--- config.mk ---
export PLATFORM = sky130hd
export DESIGN_NAME = flit_arb_requester
export DESIGN_NICKNAME = d
export VERILOG_FILES = /design/src/rtl/flit_arb_requester.sv
export SDC_FILE = /design/constraint.sdc
export NUM_CORES = 1
export LEC_CHECK = 0
export CORE_MARGIN = 4
export CORE_UTILIZATION = 40
export DETAILED_ROUTE_END_ITERATION = 16
export HOLD_SLACK_MARGIN = 0.12
export PLACE_DENSITY_LB_ADDON = 0.05
export SLEW_MARGIN = 10
export SYNTH_ARGS = -nofsm -noshare
export SYNTH_HDL_FRONTEND = slang
export SYNTH_SLANG_ARGS = --single-unit
--- constraint.sdc ---
create_clock -name clk -period 4.6 [get_ports clk]
set_input_delay 0.92 -clock clk [delete_from_list [all_inputs] [get_ports clk]]
set_output_delay 0.92 -clock clk [all_outputs]
set_load 0.02 [all_outputs]
--- src/rtl/flit_arb_requester.sv ---
// rtl/flit_arb_requester.sv - per-port flit buffer and round-robin arbiter requester
// Optional feature: define FLIT_ARB_REQUESTER_STARVATION_EN to enable the starvation counter behind starve_o.

// Input flit queue: circular buffer, pointers wrap at DEPTH-1, no bypass path.
module flit_arb_requester_fifo #(
   parameter int WIDTH = 32,
   parameter int DEPTH = 4
) (
   input  logic             clk,
   input  logic             rst,
   input  logic             push_i,
   input  logic [WIDTH-1:0] data_i,
   input  logic             pop_i,
   output logic [WIDTH-1:0] head_o,
   output logic             not_empty_o,
   output logic             not_full_o
);
   localparam int PTR_W = (DEPTH > 1) ? $clog2(DEPTH) : 1;
   localparam int CNT_W = $clog2(DEPTH + 1);
   localparam logic [PTR_W-1:0] PTR_LAST = PTR_W'(DEPTH - 1);
   localparam logic [CNT_W-1:0] CNT_FULL = CNT_W'(DEPTH);

   logic [WIDTH-1:0] mem_q [DEPTH];
   logic [PTR_W-1:0] wr_ptr_q, wr_ptr_d;
   logic [PTR_W-1:0] rd_ptr_q, rd_ptr_d;
   logic [CNT_W-1:0] count_q, count_d;
   logic             do_push;
   logic             do_pop;

   assign not_empty_o = (count_q != '0);
   assign not_full_o  = (count_q < CNT_FULL);
   assign head_o      = mem_q[rd_ptr_q];
   assign do_push     = push_i & not_full_o;
   assign do_pop      = pop_i & not_empty_o;

   // Next pointer/count values; simultaneous push and pop leave the count unchanged.
   always_comb begin
      wr_ptr_d = wr_ptr_q;
      rd_ptr_d = rd_ptr_q;
      count_d  = count_q;
      if (do_push) begin
         wr_ptr_d = (wr_ptr_q == PTR_LAST) ? '0 : wr_ptr_q + PTR_W'(1);
      end
      if (do_pop) begin
         rd_ptr_d = (rd_ptr_q == PTR_LAST) ? '0 : rd_ptr_q + PTR_W'(1);
      end
      case ({do_push, do_pop})
         2'b10:   count_d = count_q + CNT_W'(1);
         2'b01:   count_d = count_q - CNT_W'(1);
         default: count_d = count_q;
      endcase
   end

   // Pointer and occupancy registers; reset empties the queue.
   always_ff @(posedge clk or posedge rst) begin
      if (rst) begin
         wr_ptr_q <= '0;
         rd_ptr_q <= '0;
         count_q  <= '0;
      end else begin
         wr_ptr_q <= wr_ptr_d;
         rd_ptr_q <= rd_ptr_d;
         count_q  <= count_d;
      end
   end

   // Storage array; contents are don't-care while the slot is unoccupied.
   always_ff @(posedge clk) begin
      if (do_push) begin
         mem_q[wr_ptr_q] <= data_i;
      end
   end
endmodule

// Requester: buffers flits, requests the arbiter, sends on grant, owns the output for a whole packet.
module flit_arb_requester #(
   parameter int FLIT_WIDTH         = 32,
   parameter int BUFFER_DEPTH       = 4,
   parameter int DOWNSTREAM_CREDITS = 4,
   parameter int STARVE_LIMIT       = 16
) (
   input  logic                  clk,
   input  logic                  rst,
   input  logic                  flit_valid_i,
   input  logic [FLIT_WIDTH-1:0] flit_i,
   output logic                  flit_ready_o,
   output logic                  request_o,
   input  logic                  grant_i,
   output logic                  lock_o,
   output logic                  out_valid_o,
   output logic [FLIT_WIDTH-1:0] out_flit_o,
   input  logic                  credit_i,
   output logic                  error_o,
   output logic                  starve_o
);
   localparam int CRED_W = $clog2(DOWNSTREAM_CREDITS + 1);
   localparam logic [CRED_W-1:0] CRED_MAX = CRED_W'(DOWNSTREAM_CREDITS);

   localparam logic [1:0] TYPE_HEAD = 2'b01;
   localparam logic [1:0] TYPE_TAIL = 2'b10;

   typedef enum logic {
      IDLE   = 1'b0,
      ACTIVE = 1'b1
   } state_t;

   state_t                  state_q, state_d;
   logic [CRED_W-1:0]       credits_q, credits_d;
   logic                    out_valid_q, out_valid_d;
   logic [FLIT_WIDTH-1:0]   out_flit_q, out_flit_d;
   logic                    error_q, error_d;

   logic [FLIT_WIDTH-1:0]   fifo_head;
   logic                    fifo_not_empty;
   logic                    fifo_not_full;
   logic                    fifo_pop;
   logic [1:0]              head_type;
   logic                    head_is_start;
   logic                    send;
   logic                    drop;
   logic                    bad_start;

   flit_arb_requester_fifo #(
      .WIDTH (FLIT_WIDTH),
      .DEPTH (BUFFER_DEPTH)
   ) u_fifo (
      .clk         (clk),
      .rst         (rst),
      .push_i      (flit_valid_i),
      .data_i      (flit_i),
      .pop_i       (fifo_pop),
      .head_o      (fifo_head),
      .not_empty_o (fifo_not_empty),
      .not_full_o  (fifo_not_full)
   );

   // Head and head+tail both have the low type bit set: they may open a packet.
   assign head_type     = fifo_head[FLIT_WIDTH-1 -: 2];
   assign head_is_start = head_type[0];

   assign flit_ready_o = fifo_not_full;
   assign request_o    = fifo_not_empty & (credits_q != '0) & (head_is_start | (state_q == ACTIVE));
   assign send         = request_o & grant_i;
   // A body/tail with no open packet can never be sent; discard it without touching credits.
   assign drop         = (state_q == IDLE) & fifo_not_empty & ~head_is_start;
   // A new head arriving inside a packet closes the current one as a tail.
   assign bad_start    = send & (state_q == ACTIVE) & head_is_start;
   assign fifo_pop     = send | drop;

   assign lock_o      = (state_q == ACTIVE);
   assign out_valid_o = out_valid_q;
   assign out_flit_o  = out_flit_q;
   assign error_o     = error_q;

   // Next packet state, output flit, credit count and protocol-error pulse.
   always_comb begin
      state_d     = state_q;
      credits_d   = credits_q;
      out_valid_d = send;
      out_flit_d  = out_flit_q;
      error_d     = 1'b0;

      if (send) begin
         out_flit_d = fifo_head;
         if (state_q == IDLE) begin
            if (head_type == TYPE_HEAD) begin
               state_d = ACTIVE;
            end
         end else if (head_is_start) begin
            out_flit_d[FLIT_WIDTH-1 -: 2] = TYPE_TAIL;
            state_d = IDLE;
         end else if (head_type == TYPE_TAIL) begin
            state_d = IDLE;
         end
      end

      case ({credit_i, send})
         2'b10: begin
            if (credits_q != CRED_MAX) begin
               credits_d = credits_q + CRED_W'(1);
            end
         end
         2'b01:   credits_d = credits_q - CRED_W'(1);
         default: credits_d = credits_q;
      endcase

      error_d = drop
              | bad_start
              | (grant_i & ~request_o)
              | (credit_i & ~send & (credits_q == CRED_MAX));
   end

   // Packet FSM with its registered outputs.
   always_ff @(posedge clk or posedge rst) begin
      if (rst) begin
         state_q     <= IDLE;
         credits_q   <= CRED_MAX;
         out_valid_q <= 1'b0;
         out_flit_q  <= '0;
         error_q     <= 1'b0;
      end else begin
         state_q     <= state_d;
         credits_q   <= credits_d;
         out_valid_q <= out_valid_d;
         out_flit_q  <= out_flit_d;
         error_q     <= error_d;
      end
   end

`ifdef FLIT_ARB_REQUESTER_STARVATION_EN
   localparam int STARVE_W = $clog2(STARVE_LIMIT + 1);
   localparam logic [STARVE_W-1:0] STARVE_MAX = STARVE_W'(STARVE_LIMIT);

   logic [STARVE_W-1:0] wait_cnt_q, wait_cnt_d;
   logic                starve_q, starve_d;

   // Count consecutive unanswered request cycles, saturating at the limit.
   always_comb begin
      wait_cnt_d = '0;
      if (request_o & ~grant_i) begin
         wait_cnt_d = (wait_cnt_q == STARVE_MAX) ? wait_cnt_q : wait_cnt_q + STARVE_W'(1);
      end
      starve_d = (wait_cnt_d == STARVE_MAX);
   end

   // Wait counter and registered starvation flag.
   always_ff @(posedge clk or posedge rst) begin
      if (rst) begin
         wait_cnt_q <= '0;
         starve_q   <= 1'b0;
      end else begin
         wait_cnt_q <= wait_cnt_d;
         starve_q   <= starve_d;
      end
   end

   assign starve_o = starve_q;
`else
   // Feature disabled: no counter; the limit is only referenced to keep the parameter set uniform.
   assign starve_o = 1'b0 & (STARVE_LIMIT > 0);
`endif
endmodule

=== After elaboration in Yosys (flattened, before gate mapping) ===
Memory sizes are Yosys's and may differ from the RTL's.
Cells that the tools add are included.

* Memory bits (writable): 128
* Flip-flop bits (word level): 45
* Memories: 1
* Word-level logic and storage cells: 66
* Bits of input ports: 37
* Output and inout bits: 38

* Add/subtract/negate cells: 6
* Equality and inequality tests: 11
* Magnitude comparators: 1
* Bitwise logic cells: 21
* Mux-type cells: 13
* Reduce and logical (&&, ||, !) cells: 5

{| class="wikitable"
|+ Memory list
! memory !! words !! bits a word !! rd ports !! clocked after memory_dff !! wr ports !! RTL line !! RTL
|-
| u_fifo.mem_q || 4 || 32 || 1 || 0 || 1 || 23 || <nowiki>logic [WIDTH-1:0] mem_q [DEPTH];</nowiki>
|}

{| class="wikitable"
|+ Operators with widths
! operator !! number
|-
| 1-bit bitwise AND || 12
|-
| 3-bit one-hot mux with 2 select lines || 2
|-
| 2-bit == test (second input constant) || 5
|-
| 2-bit two-way mux || 4
|-
| 3-bit by 1-bit adder with 3-bit output (second input constant) || 2
|-
| 2-bit by 1-bit == test with 1-bit output (second input constant) || 3
|-
| 1-bit two-way mux || 6
|-
| 3-bit nonzero test || 2
|-
| 3-bit by 1-bit subtractor with 3-bit output (second input constant) || 2
|-
| 1-bit bitwise OR || 5
|-
| 2-bit by 1-bit adder with 2-bit output (second input constant) || 2
|-
| 1-bit inverter || 4
|-
| 2-bit nonzero test || 2
|-
| 3-bit == test (second input constant) || 1
|-
| 3-bit less-than comparator (second input constant) || 1
|-
| 3-bit two-way mux || 1
|-
| 3-bit inequality test (second input constant) || 1
|-
| 2-bit inequality test (second input constant) || 1
|-
| 2-bit AND reduction || 1
|}

=== Logic depth before layout (Yosys ltp) ===
Gate-level depths: netlist of the first run.

* Depth in word-level cells: 9
* Gate-level depth with buffers: 11
* Mapped depth without buffers: 10

=== Modules after synthesis ===
A second synthesis of the first run with hierarchy kept.

* Cells, all modules: 388
* Area total of the unflattened synthesis: 6,726.5 sq um

{| class="wikitable"
|+ Modules (own cells, without submodules)
! module !! sequential area each (sq um) !! area an instance (sq um) !! times used !! cells each
|-
| flit_arb_requester_fifo || 4,018.9 || 5,113.7 || 1 || 212
|-
| flit_arb_requester || 952.2 || 1,612.8 || 1 || 176
|}

=== Worst setup path after synthesis of the first run ===
Ideal clock, no wire load.

* Kind: input-to-reg
* Start point: input port flit_valid_i
* End point: memory u_fifo.mem_q[3][0], enable pin
* Path buffers: 0
* Data required time: 4.208 ns
* Library setup time: 0.392 ns
* Setup slack: 2.156 ns
* Arrival time: 2.052 ns
* Stages on the path: 2
* Path through: nor2b_1 > and2_1

* Cells in the longest elaborated chain, start to end: 3

{| class="wikitable"
|+ RTL lines
! element !! RTL line !! RTL
|-
| from (decl) || 84 || <nowiki>input logic flit_valid_i,</nowiki>
|-
| 1-bit bitwise AND || 33 || <nowiki>assign do_push = push_i & not_full_o;</nowiki>
|-
| 1-bit two-way mux || 69 || <nowiki>if (do_push) begin</nowiki>
|-
| 1-bit two-way mux (not written as such) || 70 || <nowiki>mem_q[wr_ptr_q] <= data_i;</nowiki>
|-
| to (decl) || 23 ||
|}

No other way between the ends.

=== Final worst setup path of the first run ===
* Start point: register u_fifo.rd_ptr_q[1]
* End point: output port request_o

* Cells in the longest elaborated chain, start to end: 3

{| class="wikitable"
|+ RTL lines
! element !! RTL line !! RTL
|-
| from (decl) || 25 || <nowiki>logic [PTR_W-1:0] rd_ptr_q, rd_ptr_d;</nowiki>
|-
| from (signal assigned) || 62 || <nowiki>rd_ptr_q <= rd_ptr_d;</nowiki>
|-
| memory 4 x 32 bit || -- ||
|-
| 1-bit bitwise OR || 142 || <nowiki>assign request_o = fifo_not_empty & (credits_q != '0) & (head_is_start | (state_q == ACTIVE));</nowiki>
|-
| 1-bit bitwise AND || 142 ||
|-
| to (decl) || 87 || <nowiki>output logic request_o,</nowiki>
|}

No other way between the ends.

==> summary by stage, run 1 <==
Timing
The worst path needs 3.52 ns of the cycle, external delays included. The worst-case clock skew is 0.00719 ns. The final max-slew violation count is 0. After layout, the worst path uses 76.4% of the clock period.

The number of hold violations in the final report came to 0. Timing would allow up to 0.284 GHz. The relative max-transition margin is 29.3%. Setup repair after global routing left no endpoint under its margin. Setup violations remaining at the end of the flow were counted as 0. Setup total negative slack on the finished layout was measured at 0 ns. The actual slew at the worst max-slew pin is 1.06 ns.

Die
The number of rows in the core area is 47. For this configuration, the core starts out at a cell density of 40.5%. The chip height is 137 um. The placeable core region is 16,500 um2. Measured along the x axis, the die boundary spans 137 um. The overall die area is 18,900 um2.

The number of placed I/O pins is 75.

Global route
In the global route stage, overall resource usage came out at 14.5%. Global routing consumed, on the met3 layer, 3.51% of the routing resources. The global-route wire length before repair is 20,100 um. Entering global routing, the biggest net connects 46 pins. The number of global-route vias before repair is 3,625. The met2 usage is 22.6%. The initial antenna violation count is 0. The most congested layer reported by global routing is met2. The residual overflow from global routing is 0. The met1 layer usage reported by global route is 19.9%.

Synth
When the netlist entered floorplanning its net count stood at 437. The number of distinct standard cells referenced by the synthesized netlist is 38. The synthesized design spends more area on one cell type than any other, namely sky130_fd_sc_hd__edfxtp_1. Synthesis produced 392 cells. During synthesis, Yosys emitted a total of 0 warnings. The per-instance average area after synthesis is 17.1 um2. The number of enable-type register cells in the synthesized netlist is 128.

Sorting the synthesized cells by area gives the leading types as sky130_fd_sc_hd__edfxtp_1 57%, sky130_fd_sc_hd__dfrtp_1 16%, sky130_fd_sc_hd__mux4_2 10%. The fraction of synthesis flops using an asynchronous set or reset pin is 26.0%. The cell area after synthesis is 6700 um2. The most used flip-flop cell after synthesis is sky130_fd_sc_hd__edfxtp_1. The share of synthesized area in the top cell type comes to 57.4%.

The part of the Yosys area used for sequential elements is 74.2%. The synthesized design contains 173 register bits.

Clocking
After clock tree synthesis, the setup repair step added 0 buffers. Hold repair after CTS inserted 0 buffers. TritonCTS built the clock tree. The number of buffers created by CTS is 17. For this design, the sink count on the clock tree is 173. The clock root buffer is sky130_fd_sc_hd__clkbuf_16. After clock tree synthesis, the clock-pin slew on the worst setup and hold paths is 0.06 ns.

At the later pin of the worst-skew pair, clock insertion delay measures 0.42 ns. The number of gates resized after CTS was 0. The largest buffer count on any clock path is 2. The total number of H-tree levels is 4.

Job
The number of maximum-capacitance constraint violations is 0.

Detailed routing
The DRC violations left is 0. The per-cell routed wire length is 17.8 um. The via count normalized by instance count is 4.83. Before antenna repair, the detailed router went through 4 iterations. Across all layers, the routed design uses 3,388 vias. The first routing iteration left 201 violations. The routed wire length is 12,500 um.

In this run the remaining antenna-violating nets after routing total 0.

Layout
With fillers left out, the area of the finished cells amounts to 8170 um2. Relative to the synthesized area, the layout overhead comes to 22.0%. The repair_antennas step left the layout with diodes totalling 0. At the end of the flow, the number of nets in the layout was 513. Cells with a size suffix above 1 make up 16.0% of the layout.

Status
The run finished with clean final reports.

Place
In this run the cell area measured after placement is 7600 um2. The final weighted congestion of routability-driven global placement is 0.677. The placed wire-length estimate is 7010 um.

Buffers placed on the I/O ports in this run total 73.

Setup path
Of all nets on the critical path, the largest fanout is 35. The sort of element at the start of the critical path is a flop. The required time at the endpoint of the critical path is 3.68 ns. The data arrival time at the worst-slack endpoint is 2.60 ns. The category of the worst setup path capture point is a primary output. The setup path with the least slack is of type reg2out.

Power and ir drop
The peak ir drop on the vdd network is 0.279 mV. Summed over all cells, the static leakage comes to 3.01 nW. In this run the power density over the cells is 668 nW/um2.

Worst hold path
The worst hold path class is reg2reg.
## cell usage after synthesis, types with 2 or more instances
master                     number
sky130_fd_sc_hd__buf_4          2
sky130_fd_sc_hd__a21oi_1        3
sky130_fd_sc_hd__nor2b_1        3
sky130_fd_sc_hd__buf_6          5
sky130_fd_sc_hd__xnor2_1        4
sky130_fd_sc_hd__fa_1           2
sky130_fd_sc_hd__buf_2          6
sky130_fd_sc_hd__dfrtp_1       44
sky130_fd_sc_hd__edfxtp_1     128
sky130_fd_sc_hd__o21ai_0        5
sky130_fd_sc_hd__nand2_1       96
sky130_fd_sc_hd__nor2_1         8
sky130_fd_sc_hd__mux4_2        31
sky130_fd_sc_hd__clkbuf_1       4
sky130_fd_sc_hd__and2_1         4
sky130_fd_sc_hd__a211o_1        2
sky130_fd_sc_hd__inv_1         13
sky130_fd_sc_hd__mux2_2         2
sky130_fd_sc_hd__a22oi_1        2
sky130_fd_sc_hd__mux2i_1        5
sky130_fd_sc_hd__ha_1           6
## cells in the final DEF, fill, tap and decap left out, drive strengths merged, types with 2 or more instances in the layout
master,instances
clkbuf,17
o21ai,5
xnor2,4
a22oi,2
inv,17
edfxtp,128
a21oi,3
mux2i,5
ha,6
bufinv,2
mux2,2
nor2b,3
and2,5
fa,2
nor2,8
or3,2
clkinvlp,3
mux4,31
clkinv,7
a211o,2
nand2,96
dfrtp,44
clkdlybuf4s50,73
## metal layers
| layer | vias to the layer above | wire, um |
|---|---|---|
| met1 | 1723 | 5830 |
| met4 | 0 | 185 |
| li1 | 1587 | - |
| met2 | 63 | 6060 |
| met3 | 15 | 428 |
| met5 | - | 0 |
## where the power goes
group	internal, mW	switching [mW]	total [mW]
clock network	0.797	0.594	1.39
registers	2.06	0.230	2.29
logic	0.842	0.938	1.78
total	3.70	1.76	5.46
## final timing paths
path	start	end	cells past startpoint	slack [ns]
min in group asynchronous	rst	out_flit_o[7]$_DFFE_PP0N_	2	1.07
setup / recovery	u_fifo.rd_ptr_q[1]$_DFFE_PP0P_	request_o	4	1.08
hold / removal	out_flit_o[29]$_DFFE_PP0N_	out_flit_o[29]$_DFFE_PP0N_	2	0.48
max in group asynchronous	rst	u_fifo.rd_ptr_q[1]$_DFFE_PP0P_	2	2.80
setup reg to reg	u_fifo.rd_ptr_q[1]$_DFFE_PP0P_	out_flit_o[31]$_DFFE_PP0N_	6	1.45
hold reg to reg	out_flit_o[29]$_DFFE_PP0N_	out_flit_o[29]$_DFFE_PP0N_	2	0.48
## sequential cells by signal (all words and copies together) (netlist names)
| register | count |
|---|---|
| credits_q | 3 |
| error_o | 1 |
| lock_o | 1 |
| out_flit_o | 32 |
| out_valid_o | 1 |
| u_fifo.count_q | 3 |
| u_fifo.mem_q | 128 |
| u_fifo.rd_ptr_q | 2 |
| u_fifo.wr_ptr_q | 2 |
## critical path: stages, from the launching register on
cell                              delay [ns]
sky130_fd_sc_hd__dfrtp_2                0.97
sky130_fd_sc_hd__mux2i_1                0.21
sky130_fd_sc_hd__a22o_1                 0.29
sky130_fd_sc_hd__nor2_1                 0.11
sky130_fd_sc_hd__clkdlybuf4s50_1        0.61
## metrics by stage
| step | hold slack, ns | total power, mW | worst slack (ns) | util [%] | instances |
|---|---|---|---|---|---|
| after floorplan | 0.469 | 3.52 | 2.16 | - | 392 |
| after global placement | 0.463 | 4.13 | 1.35 | 46.0 | 669 |
| after detailed placement | 0.462 | 4.16 | 1.30 | 46.0 | 669 |
| after CTS | 0.479 | 5.56 | 0.986 | 49.5 | 701 |
| after global routing | 0.499 | 5.83 | 0.908 | 49.5 | 701 |
| final | 0.477 | 5.46 | 1.08 | 49.5 | 701 |
## layout make-up
type                       instances  area [um2]
clock inverter                    15         145
fill                            1424        8350
tap                              220         275
timing repair buffer              74         738
sequential                       173        4970
inverter                          14        55.1
multi-input combinational        188        1560
clock buffer                      17         425
## logic make-up after synthesis
group	synth area share, %
AOI/OAI and AO/OA	1.98
xor gates and xnor gates	0.654
adders and majority gates	1.72
buffers and inverters	2.56
DFF	74.2
muxes	11.5
other	0.0560
and+or+nand+nor	7.30
Note: power is estimated with default switching activity, not from simulation.
==> run 2: changes to the inputs <==
==> constraint.sdc (replaced) <==
create_clock -name clk -period 3.2 [get_ports clk]
set_input_delay 0.64 -clock clk [delete_from_list [all_inputs] [get_ports clk]]
set_output_delay 0.64 -clock clk [all_outputs]
set_load 0.02 [all_outputs]
==> summary by stage, run 2 (synthesized netlist as in run 1, its figures left out) <==
Detailed routing
The via count normalized by instance count is 4.85 (+0.29%). The remaining number of nets flagged by the antenna check after routing is 0 (unchanged). The first-pass detailed-route iteration total came to 4 (unchanged). The via count came to 3,461 (+2.2%). The routed wire length is 13,100 um (+4.9%).

The detailed router's first-iteration violation count was 178 (-11%). The DRC violations left came to 0 (unchanged). The per-cell routed wire length is 18.4 um (+3.0%).

Layout
The filler-free cell count of the finished design is 714 (+1.9%). The final core utilization came to 50.2% (+0.73 points). u_fifo.mem_q holds more flip-flops than any other register. The share of cells above drive strength 1 is 17.8% (+1.8 points). The post-route cell area was 8290 um2 (+1.5%). The synthesis-to-finish area growth is 23.8%. Leaving out fill and tap cells, the most frequent cell in the layout is sky130_fd_sc_hd__edfxtp_1. The final antenna diode count is 0 (unchanged). The final-stage net count was 526 (+2.5%). The library cells used most frequently in the layout, excluding fill and tap cells, are 128 x sky130_fd_sc_hd__edfxtp_1, 96 x sky130_fd_sc_hd__nand2_1, 73 x sky130_fd_sc_hd__clkdlybuf4s50_1, 42 x sky130_fd_sc_hd__dfrtp_1, 31 x sky130_fd_sc_hd__mux4_2. The number of flip-flops under the largest register name is 128 (unchanged).

Timing
The final critical-path required period is 2.78 ns. Setup repair after global routing left no endpoint under its margin. The relative max-transition margin was 38.7% (+9.4 points). The number of hold violations in the final report is 0 (unchanged). The worst path setup slack after routing is 0.416 ns (-0.669 ns). The final-layout setup total negative slack is 0 ns (unchanged). The setup violation total in the final timing report was 0 (unchanged). The worst-case clock skew was 0.0154 ns (+0.00818 ns). The upper clock frequency limit is 0.359 GHz.

The actual slew at the worst max-slew pin is 0.918 ns (-0.142 ns). The final cycle utilization of the critical path is 87.0%. The final max-slew violation count is 0 (unchanged).

Job
The number of maximum-capacitance constraint violations is 0 (unchanged).

Power and ir drop
The power density over the cells came to 950 nW/um2 (+42%). The part of the power in the clock network is 24.7% (-0.8 points). The share of power burned in registers is 41.0% (-0.9 points).

The internal portion of total power is 5.36 mW (+45%). The standby leakage power is 3.08 nW (+2.3%). The peak ir drop on the vdd network is 0.403 mV (+44%).

The switching share of power was 32.0% (-0.25 points). The power dissipated by switching net loads is 2.52 mW (+43%). The part of the total power dissipated in combinational logic is 34.3% (+1.7 points).

Global route
The largest net degree at the start of global routing was 38 (-17%). The number of global-route vias before repair is 3,736 (+3.1%). The combined global-route utilization of all metal layers is 15.0% (+0.48 points). The met1 layer usage reported by global route came to 20.4% (+0.49 points). The residual overflow from global routing is 0 (unchanged).

The met2 usage is 23.9% (+1.3 points). The global-route track usage on met3 is 4.05% (+0.55 points). met2 is the most crowded layer. The global-route wire length before repair is 20,800 um (+3.1%). The initial antenna violation count is 0 (unchanged).

Place
The standard cell area after detailed placement is 7740 um2 (+1.8%). The final weighted congestion of routability-driven global placement is 0.698 (+3.0%). The count of port buffers added during placement came to 73 (unchanged).

The pre-CTS setup slack was 0.346 ns (-0.950 ns). The placed wire-length estimate was 7960 um (+13%). The number of cells in the design after placement is 682 (+1.9%).

Worst hold path
The worst hold path belongs to the class reg2reg. The launch instance of the worst min-delay path is out_flit_o[18]$_DFFE_PP0N_.

Clocking
The total number of H-tree levels is 4 (unchanged). The clock root buffer is sky130_fd_sc_hd__clkbuf_16. TritonCTS built the clock tree. The setup fix buffers added after clock tree synthesis is 0 (unchanged). The clock slew seen by the registers of the worst setup and hold paths is 0.06 ns (about the same). The cts-stage hold buffer count is 0 (unchanged). The largest buffer count on any clock path was 2 (unchanged).

The number of sinks on the clock net is 173 (unchanged). The number of buffers created by CTS was 17 (unchanged). The total of cells resized after clock tree synthesis is 0 (unchanged). The clock latency reported for the late side of the worst-skew pair was 0.42 ns (about the same).

Setup path
The launching point of the worst reg2reg path is u_fifo.rd_ptr_q[0]$_DFFE_PP0P_. The worst setup path is launched from a flop. The data arrival time at the worst-slack endpoint was 2.14 ns (-0.46 ns). The category of the worst setup path capture point is a primary output.

The kind of critical path is reg2out. The maximum fanout count along the critical path is 12 (-66%). The required time at the endpoint of the critical path is 2.56 ns (-1.12 ns). Walking the worst path, the cells encountered are nor2b_1 -> a22o_1 -> nor2_1 -> clkdlybuf4s50_1.

The standard cell with the maximum stage delay on the critical path is sky130_fd_sc_hd__clkdlybuf4s50_1. The peak per-stage delay on the critical path is 0.61 ns (-0.36 ns). The worst setup path startpoint is u_fifo.rd_ptr_q[0]$_DFFE_PP0P_.

Die
The placeable core region is 16,500 um2 (unchanged). The chip height is 137 um (unchanged). The die extent in x is 137 um (unchanged). The overall die area came to 18,900 um2 (unchanged). The number of rows in the core area is 47 (unchanged). The number of placed I/O pins is 75 (unchanged).

The initial standard-cell utilization of the core is 40.5% (unchanged).

Status
The flow ran to the end, and the final reports show no timing, DRC or antenna violations.
-- run 2: area by class of cell --
cell class	instances	area, um2
clock inverter	14	128
sequential	173	4970
tap	220	275
timing repair buffer	87	873
clock buffer	18	429
fill	1401	8230
inverter	14	55.1
multi-input combinational	188	1560
-- run 2: metrics by stage --
step           power [mW]  hold slack [ns]
2_1_floorplan        5.07            0.469
4_1_cts              8.02            0.479
3_5_place_dp         6.05            0.464
5_1_grt              8.39            0.492
3_3_place_gp         6.01            0.456
6_report             7.88            0.472
-- run 2: power groups by stage --
stage | clock [mW] | sequential, mW | combinational [mW]
6_report | 1.94 | 3.23 | 2.71
5_1_grt | 2.11 | 3.29 | 2.98
4_1_cts | 1.99 | 3.24 | 2.79
3_5_place_dp | 0 | 3.28 | 2.77
3_3_place_gp | 0 | 3.26 | 2.74
2_1_floorplan | 0 | 3.45 | 1.61
-- run 2: path summary, 6_finish.rpt --
kind	cells after the start	to	slack (ns)
min in group asynchronous	2	out_flit_o[4]$_DFFE_PP0N_	0.75
max in group asynchronous	3	u_fifo.count_q[1]$_DFFE_PP0P_	1.81
max	4	request_o	0.42
min reg2reg	2	out_flit_o[18]$_DFFE_PP0N_	0.47
min	2	out_flit_o[18]$_DFFE_PP0N_	0.47
max reg2reg	9	credits_q[2]$_DFFE_PP1P_	0.68
-- run 2: worst max-delay path, delay by kind of cell, from the launching register on --
family	cells	cell delay (ns)
AOI/OAI and AO/OA	1	0.27
and+or+nand+nor	2	0.29
buffers and inverters	1	0.61
DFF	1	0.55
-- run 2: metal layers --
layer	routed length, um	share of wire (%)
met1	6150	47
met2	6380	49
met3	478	3.6
met4	104	0.79
met5	0	0
==> run 3: changes to the inputs <==
--- a/config.mk
+++ b/config.mk
@@ -7,6 +7,7 @@
 export LEC_CHECK = 0
 export CORE_MARGIN = 4
 export CORE_UTILIZATION = 40
+export CTS_CLUSTER_DIAMETER = 120
 export DETAILED_ROUTE_END_ITERATION = 16
 export HOLD_SLACK_MARGIN = 0.12
 export PLACE_DENSITY_LB_ADDON = 0.05
==> constraint.sdc (replaced) <==
create_clock -name clk -period 2.6 [get_ports clk]
set_input_delay 0.52 -clock clk [delete_from_list [all_inputs] [get_ports clk]]
set_output_delay 0.52 -clock clk [all_outputs]
set_load 0.02 [all_outputs]
==> summary by stage, run 3 (synthesized netlist as in run 1, its figures left out) <==
Place
The placed wire-length estimate is 8010 um (+0.65%). The count of port buffers added during placement is 73 (unchanged). The standard cell area after detailed placement is 7800 um2 (+0.87%).

The pre-CTS setup slack is 0.0363 ns (-0.309 ns). The final weighted congestion of routability-driven global placement is 0.686 (-1.6%).

Power and ir drop
The total power is 9.91 mW (+26%). The peak ir drop on the vdd network was 0.528 mV (+31%). The standby leakage power is 3.14 nW (+2.0%).

The power density over the cells is 1180 nW/um2 (+24%).

Timing
Setup repair after global routing left no endpoint under its margin. The final-layout setup total negative slack is 0 ns (unchanged). The smallest clock period supported by the final layout is computed as 2.21 ns. The final critical path takes up 85.1% of the cycle.

The worst path setup slack after routing is 0.388 ns (-0.0277 ns). The number of hold violations in the final report came to 0 (unchanged). The worst-case clock skew is 0.0122 ns (-0.00315 ns). The setup violation total in the final timing report came to 0 (unchanged). The final max-slew violation count is 0 (unchanged). The upper clock frequency limit is 0.452 GHz.

Worst hold path
The launch instance of the worst min-delay path is out_flit_o[25]$_DFFE_PP0N_. The number of cells on the worst hold path is 2 (unchanged). The worst hold path class is reg2reg. The worst hold endpoint is out_flit_o[25]$_DFFE_PP0N_.

Setup path
The required time at the endpoint of the critical path is 2.94 ns (+0.38 ns). The depth of the worst register-to-register path came to 9 (unchanged). The maximum fanout count along the critical path is 4 (-8). The terminus of the critical flop-to-flop path is credits_q[2]$_DFFE_PP1P_. The launching point of the worst reg2reg path is u_fifo.rd_ptr_q[1]$_DFFE_PP0P_. The sort of element at the start of the critical path is a flop. By startpoint and endpoint, the worst setup path is classified as reg2reg. The data arrival time at the worst-slack endpoint was 2.55 ns (+0.41 ns).

The slack of the worst reg-to-reg path came to 0.39 ns (-0.29 ns). The category of the worst setup path capture point is a flop.

Clocking
The cts-stage hold buffer count is 0 (unchanged). The clock slew seen by the registers of the worst setup and hold paths came to 0.06 ns (about the same). TritonCTS built the clock tree.

The largest buffer count on any clock path is 2 (unchanged). The total number of H-tree levels is 4 (unchanged). The number of sinks on the clock net is 173 (unchanged). Clock tree synthesis selected as its root buffer the cell sky130_fd_sc_hd__clkbuf_16.

The number of buffers created by CTS is 17 (unchanged). The clock latency reported for the late side of the worst-skew pair is 0.42 ns (about the same).

Layout
The final-stage net count was 530 (+0.76%). The share of cells above drive strength 1 is 18.9% (+1.1 points). Leaving out fill and tap cells, the most frequent cell in the layout is sky130_fd_sc_hd__edfxtp_1. The number of flip-flops under the largest register name is 128 (unchanged). The number of filler cells placed in the layout is 1,400 (-0.071%). In the layout the commonest cells are 128 x sky130_fd_sc_hd__edfxtp_1, 96 x sky130_fd_sc_hd__nand2_1, 72 x sky130_fd_sc_hd__clkdlybuf4s50_1, 42 x sky130_fd_sc_hd__dfrtp_1, 31 x sky130_fd_sc_hd__mux4_2. The final antenna diode count is 0 (unchanged). The register with the highest flop count is u_fifo.mem_q. The synthesis-to-finish area growth is 25.5%. The post-route cell area is 8400 um2 (+1.3%).

Die
The chip height is 137 um (unchanged). The initial standard-cell utilization of the core is 40.5% (unchanged). The overall die area came to 18,900 um2 (unchanged). The placeable core region is 16,500 um2 (unchanged). The die extent in x is 137 um (unchanged). The number of placed I/O pins came to 75 (unchanged). The number of rows in the core area was 47 (unchanged).

Global route
The global-route wire length before repair is 20,900 um (+0.93%). The number of global-route vias before repair came to 3,700 (-0.96%). The initial antenna violation count came to 0 (unchanged).

The largest net degree at the start of global routing came to 36 (-5.3%). The combined global-route utilization of all metal layers was 15.2% (+0.22 points). The residual overflow from global routing was 0 (unchanged).

Detailed routing
The DRC violations left is 0 (unchanged). The routed wire length is 13,100 um (+0.18%). The first-pass detailed-route iteration total is 4 (unchanged). The per-cell routed wire length is 18.3 um (-0.38%). The via count normalized by instance count is 4.87 (+0.48%). The via count is 3,497 (+1.0%).

The remaining number of nets flagged by the antenna check after routing is 0 (unchanged). The detailed router's first-iteration violation count was 201 (+13%).

Status
The run finished with clean final reports.

Job
The number of maximum-capacitance constraint violations was 0 (unchanged).
[run 3: changes by cell type in the layout (fill, tap and decap cells not counted), moves of 2 or more]
cell                       change
sky130_fd_sc_hd__inv_6         +2
sky130_fd_sc_hd__clkbuf_8      +4
sky130_fd_sc_hd__clkinv_1      -3
sky130_fd_sc_hd__buf_12        +3
sky130_fd_sc_hd__clkinv_2      -2
[run 3: worst max-delay path, cell delays in order, from the launching register on]
cell and delay [ns]:
sky130_fd_sc_hd__dfrtp_2 0.43, sky130_fd_sc_hd__mux2i_1 0.15, sky130_fd_sc_hd__a22o_1 0.26, sky130_fd_sc_hd__nor3_1 0.24, sky130_fd_sc_hd__inv_1 0.10, sky130_fd_sc_hd__fa_1 0.42
sky130_fd_sc_hd__nor2b_1 0.17, sky130_fd_sc_hd__o21ai_0 0.11, sky130_fd_sc_hd__o2bb2ai_1 0.16, sky130_fd_sc_hd__mux2i_1 0.10
[run 3: worst max path at each step]
stage	start	to	slack [ns]	cells after the start
final	u_fifo.rd_ptr_q[1]$_DFFE_PP0P_	credits_q[2]$_DFFE_PP1P_	0.39	9
after global routing	u_fifo.rd_ptr_q[1]$_DFFE_PP0P_	credits_q[2]$_DFFE_PP1P_	0.19	9
after CTS	u_fifo.count_q[0]$_DFFE_PP0P_	request_o	0.03	4
after detailed placement	grant_i	credits_q[2]$_DFFE_PP1P_	0.04	9
after global placement	grant_i	credits_q[2]$_DFFE_PP1P_	0.14	9
after floorplan	u_fifo.rd_ptr_q[0]$_DFFE_PP0P_	credits_q[2]$_DFFE_PP1P_	0.41	10
[run 3: metrics by stage]
stage | instances | util [%] | hold slack, ns
after floorplan | 392 | - | 0.469
after global placement | 686 | 47.2 | 0.456
after detailed placement | 686 | 47.2 | 0.462
after CTS | 718 | 50.8 | 0.471
after global routing | 718 | 50.9 | 0.492
final | 718 | 50.9 | 0.469
[run 3: report_power, final]
part | total [mW] | switching (mW) | leakage, nW | internal [mW]
Clock | 2.54 | 1.02 | 0.290 | 1.52
Sequential | 3.93 | 0.290 | 1.71 | 3.64
Combinational | 3.44 | 1.83 | 1.14 | 1.61
[run 3: area by class of cell]
cell class                      count  area, um2  area share, %
Clock buffer                       23        488           5.81
Clock inverter                      9        108           1.28
Inverter                           14       55.1          0.655
Multi-Input combinational cell    188       1560           18.6
Sequential cell                   173       4970           59.2
Tap cell                          220        275           3.28
Timing Repair Buffer               91        943           11.2
[run 3: what timing repair did]
item / CTS / global route
setup buffers: 0 / 0
endpoints found under the setup margin: 0 / 1
gates resized for setup: 0 / 1
[run 3: metal layers]
layer	GRT usage (%)	part of all wire [%]	vias up
met5	0	0	-
met4	4.82	1.2	0
met3	4.20	3.4	10
met2	24.1	50	64
met1	20.5	46	1796
li1	-	-	1627
